**config.mk**
```make
export PLATFORM = sky130hd
export DESIGN_NAME = regfile_wr_arbiter
export DESIGN_NICKNAME = d
export VERILOG_FILES = /design/src/rtl/regfile_wr_arbiter.sv
export SDC_FILE = /design/constraint.sdc
export NUM_CORES = 1
export LEC_CHECK = 0
export CORE_UTILIZATION = 29
export DETAILED_ROUTE_END_ITERATION = 10
export PLACE_DENSITY = 0.62
export SLEW_MARGIN = 25
export SYNTH_ARGS = -nofsm -noshare
export SYNTH_HDL_FRONTEND = slang
export SYNTH_SLANG_ARGS = --single-unit
```
**constraint.sdc**
```tcl
create_clock -name clk -period 2.7 [get_ports clk]
set_clock_uncertainty 0.05 [all_clocks]
set_input_delay 0.54 -clock clk [delete_from_list [all_inputs] [get_ports clk]]
set_output_delay 0.54 -clock clk [all_outputs]
set_load 0.02 [all_outputs]
```
**src/rtl/regfile_wr_arbiter.sv**
```systemverilog
// regfile_wr_arbiter: two FIFO-buffered writeback sources round-robin shared onto one registered regfile write port
module regfile_wr_arbiter #(
    parameter int REG_SIZE = 16,
    parameter int ADDR_W   = 4,
    parameter int NREGS    = 10,
    parameter int DEPTH    = 2
) (
    input  logic                clk,
    input  logic                rst,
    input  logic                a_valid,
    output logic                a_ready,
    input  logic [ADDR_W-1:0]   a_addr,
    input  logic [REG_SIZE-1:0] a_data,
    input  logic                b_valid,
    output logic                b_ready,
    input  logic [ADDR_W-1:0]   b_addr,
    input  logic [REG_SIZE-1:0] b_data,
    output logic                wr_en,
    output logic [ADDR_W-1:0]   wr_addr,
    output logic [REG_SIZE-1:0] wr_data,
    output logic [NREGS-1:0]    pend_mask,
    output logic                idle
);
    localparam int PW = $clog2(DEPTH);
    localparam int CW = $clog2(DEPTH + 1);
    logic [ADDR_W-1:0]   fa [2][DEPTH];
    logic [REG_SIZE-1:0] fd [2][DEPTH];
    logic [PW-1:0]       rp [2];
    logic [PW-1:0]       wp [2];
    logic [CW-1:0]       cnt [2];
    logic [ADDR_W-1:0]   in_a [2];
    logic [REG_SIZE-1:0] in_d [2];
    logic [1:0]          in_v, full, nemp, push, pop;
    logic                last_gnt, gnt_b;
    always_comb begin
        in_v = {b_valid, a_valid};
        in_a[0] = a_addr;
        in_a[1] = b_addr;
        in_d[0] = a_data;
        in_d[1] = b_data;
        full = '0;
        nemp = '0;
        push = '0;
        for (int s = 0; s < 2; s++) begin
            full[s] = cnt[s] == CW'(DEPTH);
            nemp[s] = cnt[s] != '0;
            push[s] = in_v[s] & ~full[s];
        end
        gnt_b = nemp[1] & (~nemp[0] | ~last_gnt);
        pop = {gnt_b, nemp[0] & ~gnt_b};
    end
    // Out-of-range addresses shift past the top bit and mark nothing
    always_comb begin
        logic [PW-1:0] off;
        off = '0;
        pend_mask = wr_en ? NREGS'(1) << wr_addr : '0;
        for (int s = 0; s < 2; s++) begin
            for (int e = 0; e < DEPTH; e++) begin
                off = PW'(e) - rp[s];
                if (CW'(off) < cnt[s]) pend_mask = pend_mask | (NREGS'(1) << fa[s][e]);
            end
        end
    end
    always_ff @(posedge clk) begin
        if (rst) begin
            for (int s = 0; s < 2; s++) begin
                rp[s] <= '0;
                wp[s] <= '0;
                cnt[s] <= '0;
            end
            wr_en <= 1'b0;
            wr_addr <= '0;
            wr_data <= '0;
            last_gnt <= 1'b1;
        end else begin
            for (int s = 0; s < 2; s++) begin
                if (push[s]) begin
                    fa[s][wp[s]] <= in_a[s];
                    fd[s][wp[s]] <= in_d[s];
                    wp[s] <= wp[s] + PW'(1);
                end
                if (pop[s]) rp[s] <= rp[s] + PW'(1);
                cnt[s] <= cnt[s] + CW'(push[s]) - CW'(pop[s]);
            end
            wr_en <= |nemp;
            if (|nemp) begin
                wr_addr <= fa[gnt_b][rp[gnt_b]];
                wr_data <= fd[gnt_b][rp[gnt_b]];
                last_gnt <= gnt_b;
            end
        end
    end
    assign a_ready = ~full[0];
    assign b_ready = ~full[1];
    assign idle = ~|nemp & ~wr_en;
endmodule
```
==> impl_results.md <==
- Cell family with most CP delay: compound AO/OA/AOI/OAI gates
- GRT Util Overall: 14.9%
- HPWL after DPL: 8670 µm
- Synth-to-Final Area Change: 32.9%
- Routability cong.: 0.863
- Clock slew at reported path FFs: 70 ps
- Critical path startpoint: rp[0]
- Final Hold Fails: 0
- Fmax: 390 MHz
- Cells after synthesis: 360
- Ys Warns: 0
- Core area: 15800 µm²
- H-tree levels: 3
- Yosys reg bits: 110
- Crit path buffers/inverters: 1
- Critical path startpoint category: flop
- Peak VDD IR: 0.371 mV
- # setup viols final: 0
- Share of cells above drive strength 1: 13.4%
- Final wirelength: 11700 µm
- Critical R2R Launch: cnt[0][1]
- Global-route wire length before repair: 18300 µm
- CP max-delay cell: edfxtp_1
- Iter 0 DRT Violations: 180
- Inst Count DP: 658
- # DRC: 0
- Number of buffers added on ports: 77
- Initial cell density of the core: 29.6%
- Post-Syn Area: 4680 µm²
- Rows: 46
- WP data arrival: 1970 ps
- Antenna-violating nets left: 0
- CTS Buffer Depth: 2
- Clock Latency Late Sink: 350 ps
- CTS root buffer: clkbuf_16
- EDFF count, synth: 84
- Worst Setup End Kind: output port
- Synth top area cells: edfxtp_1 54%, dfxtp_1 11%, mux2i_1 8.1%
- Outcome: completed
- RSZ-0062 raised after global routing: false
- Total of max-cap violations: 0
- Pre-antenna DRT Iters: 5
- Most frequent cells after synthesis: 84 x edfxtp_1, 54 x nand2_1, 38 x mux2i_1, 26 x dfxtp_1, 20 x a32o_1
- Distinct cell type count after synthesis: 37
- Reg2Reg Setup Slack: 610 ps
- Vias in the first global route: 3316
- Top FF cell, synth: edfxtp_1
- Max-slew headroom: 58.4%
- Max Fanout on Critical Path: 4
- Final period util: 94.9%
- Total die area: 16700 µm²
- Cell Pwr Density: 944 nW/µm²
- Die height: 129 µm
- Fin. max-slew vios: 0
- Syn Area/Cell: 13.0 µm²
- Cell taking the most area after synthesis: edfxtp_1
- Final min period: 2560 ps
- Slowest stage delay, CP: 430 ps
- Critical path cell sequence: a21oi_2 > nor3_2 > a222oi_1 > nand2_1 > dlygate4sd2_1
- Hold wc startpoint: wr_data[3]
- Die span in x: 129 µm
- Asr flop ratio synth: 0%
- Wire length per cell: 17.2 µm
- CTS tree: yes
- P_leak: 2.24 nW
- Util after Layout: 39.3%
- Post-synthesis net count: 408
- Initial antenna violation count: 0
- Total negative setup slack: 0 ps
- Fin nets: 506
- Largest net degree at the start of global routing: 24
- CP Class: reg -> out
- CTS Buf Count: 9
- Worst Hold Class: reg -> reg
- Register area share after synthesis: 65.0%
- Global route overflow: 0
- Antenna cells: 0
- Worst-Margin Slew: 623 ps
- I/O pin cnt: 78
- DR vias: 3277
- Final Non-Filler Cells: 679
- Vias per cell: 4.83
- Share of the synthesized area in the top cell type: 53.9%
- Count leader, synth: edfxtp_1
- TritonCTS sink count: 110
- CP required: 2110 ps
-- per-layer routing --
metal,routed length (µm),track usage (%),up-vias
met4,102,4.57,0
met5,0,0,-
met3,707,4.62,8
li1,-,-,1560
met1,5040,18.1,1591
met2,5870,25.5,118
-- area by class of cell --
cell class / count / area (µm²)
clock buffers: 10 / 239
flip-flops and latches: 110 / 3040
inverters: 11 / 41.3
multi-input cells: 224 / 1600
repair buffers: 102 / 946
clock inverters: 6 / 83.8
fillers: 1491 / 9610
well taps: 216 / 270
-- kinds of logic (layout without fill, tap and decap cells) --
| logic type | Yosys count | in the layout | share of synthesized area [%] |
|---|---|---|---|
| AOI/OAI and AO/OA | 51 | 51 | 9.06 |
| adders and majority gates | 4 | 4 | 1.07 |
| xor gates and xnor gates | 4 | 4 | 0.749 |
| DFF | 110 | 110 | 65.0 |
| muxes | 38 | 38 | 8.13 |
| buffers and inverters | 26 | 129 | 2.51 |
| and+or+nand+nor | 127 | 127 | 13.5 |
-- path summary, 6_finish.rpt --
kind / depth (start not counted) / to
worst min register to register: 1 / wr_data[3]
worst max-delay path: 5 / pend_mask[2]
worst min-delay path: 1 / wr_data[3]
worst max register to register: 10 / cnt[0][1]
-- placed cells by master (no fill, tap or decap), types with 2 or more instances in the layout --
cell type	Yosys	layout
edfxtp_1	84	84
a32oi_1	2	2
nand4b_1	2	2
a211oi_1	6	3
nor3b_2	0	3
nor3_2	0	3
nand2b_1	6	6
nor4bb_1	3	2
inv_6	0	3
a21oi_1	5	2
ha_1	4	4
clkdlybuf4s50_1	0	67
nand3_1	12	12
a22oi_1	7	7
nand4_1	4	4
clkbuf_16	0	9
xnor2_1	3	3
inv_1	10	10
nor3b_1	5	2
dlygate4sd2_1	0	10
a32o_1	20	20
nor3_1	6	3
dfxtp_1	26	26
buf_4	1	25
nor2b_2	0	2
mux2i_1	38	38
nor2b_1	13	11
nor2_1	16	16
nand2_1	54	54
nand3b_1	3	3
a21oi_2	2	4
o211ai_1	2	2
a211oi_2	0	3
a31oi_1	3	3
-- power by group --
| part | switching [mW] | internal [mW] |
|---|---|---|
| sequential | 0.202 | 2.10 |
| clock | 0.614 | 0.769 |
| combinational | 1.23 | 0.961 |
-- flip-flops by register name (all words and copies together), names as in the netlist --
signal,count
fd,64
fa,16
wr_data,16
cnt,4
wr_addr,4
rp,2
wp,2
last_gnt,1
wr_en,1
-- through the flow --
step / power, mW / hold slack [ps] / area [µm²] / worst slack (ps)
after floorplan: 3.68 / 406 / 4700 / 2.78
after global placement: 4.48 / 401 / 5820 / 213
after detailed placement: 4.52 / 417 / 5820 / 157
after CTS: 5.93 / 437 / 6200 / 148
after global routing: 6.22 / 461 / 6220 / 43.9
final: 5.87 / 437 / 6220 / 137
-- what timing repair did --
| item | 4_1_cts | 5_1_grt |
|---|---|---|
| pin swaps | 1 | 1 |
| gates resized for setup | 21 | 0 |
| endpoints found under the setup margin | 10 | 1 |
| setup buffers | 4 | 1 |
| hold buffers | 0 | 0 |
Note: power is estimated with default switching activity, not from simulation.
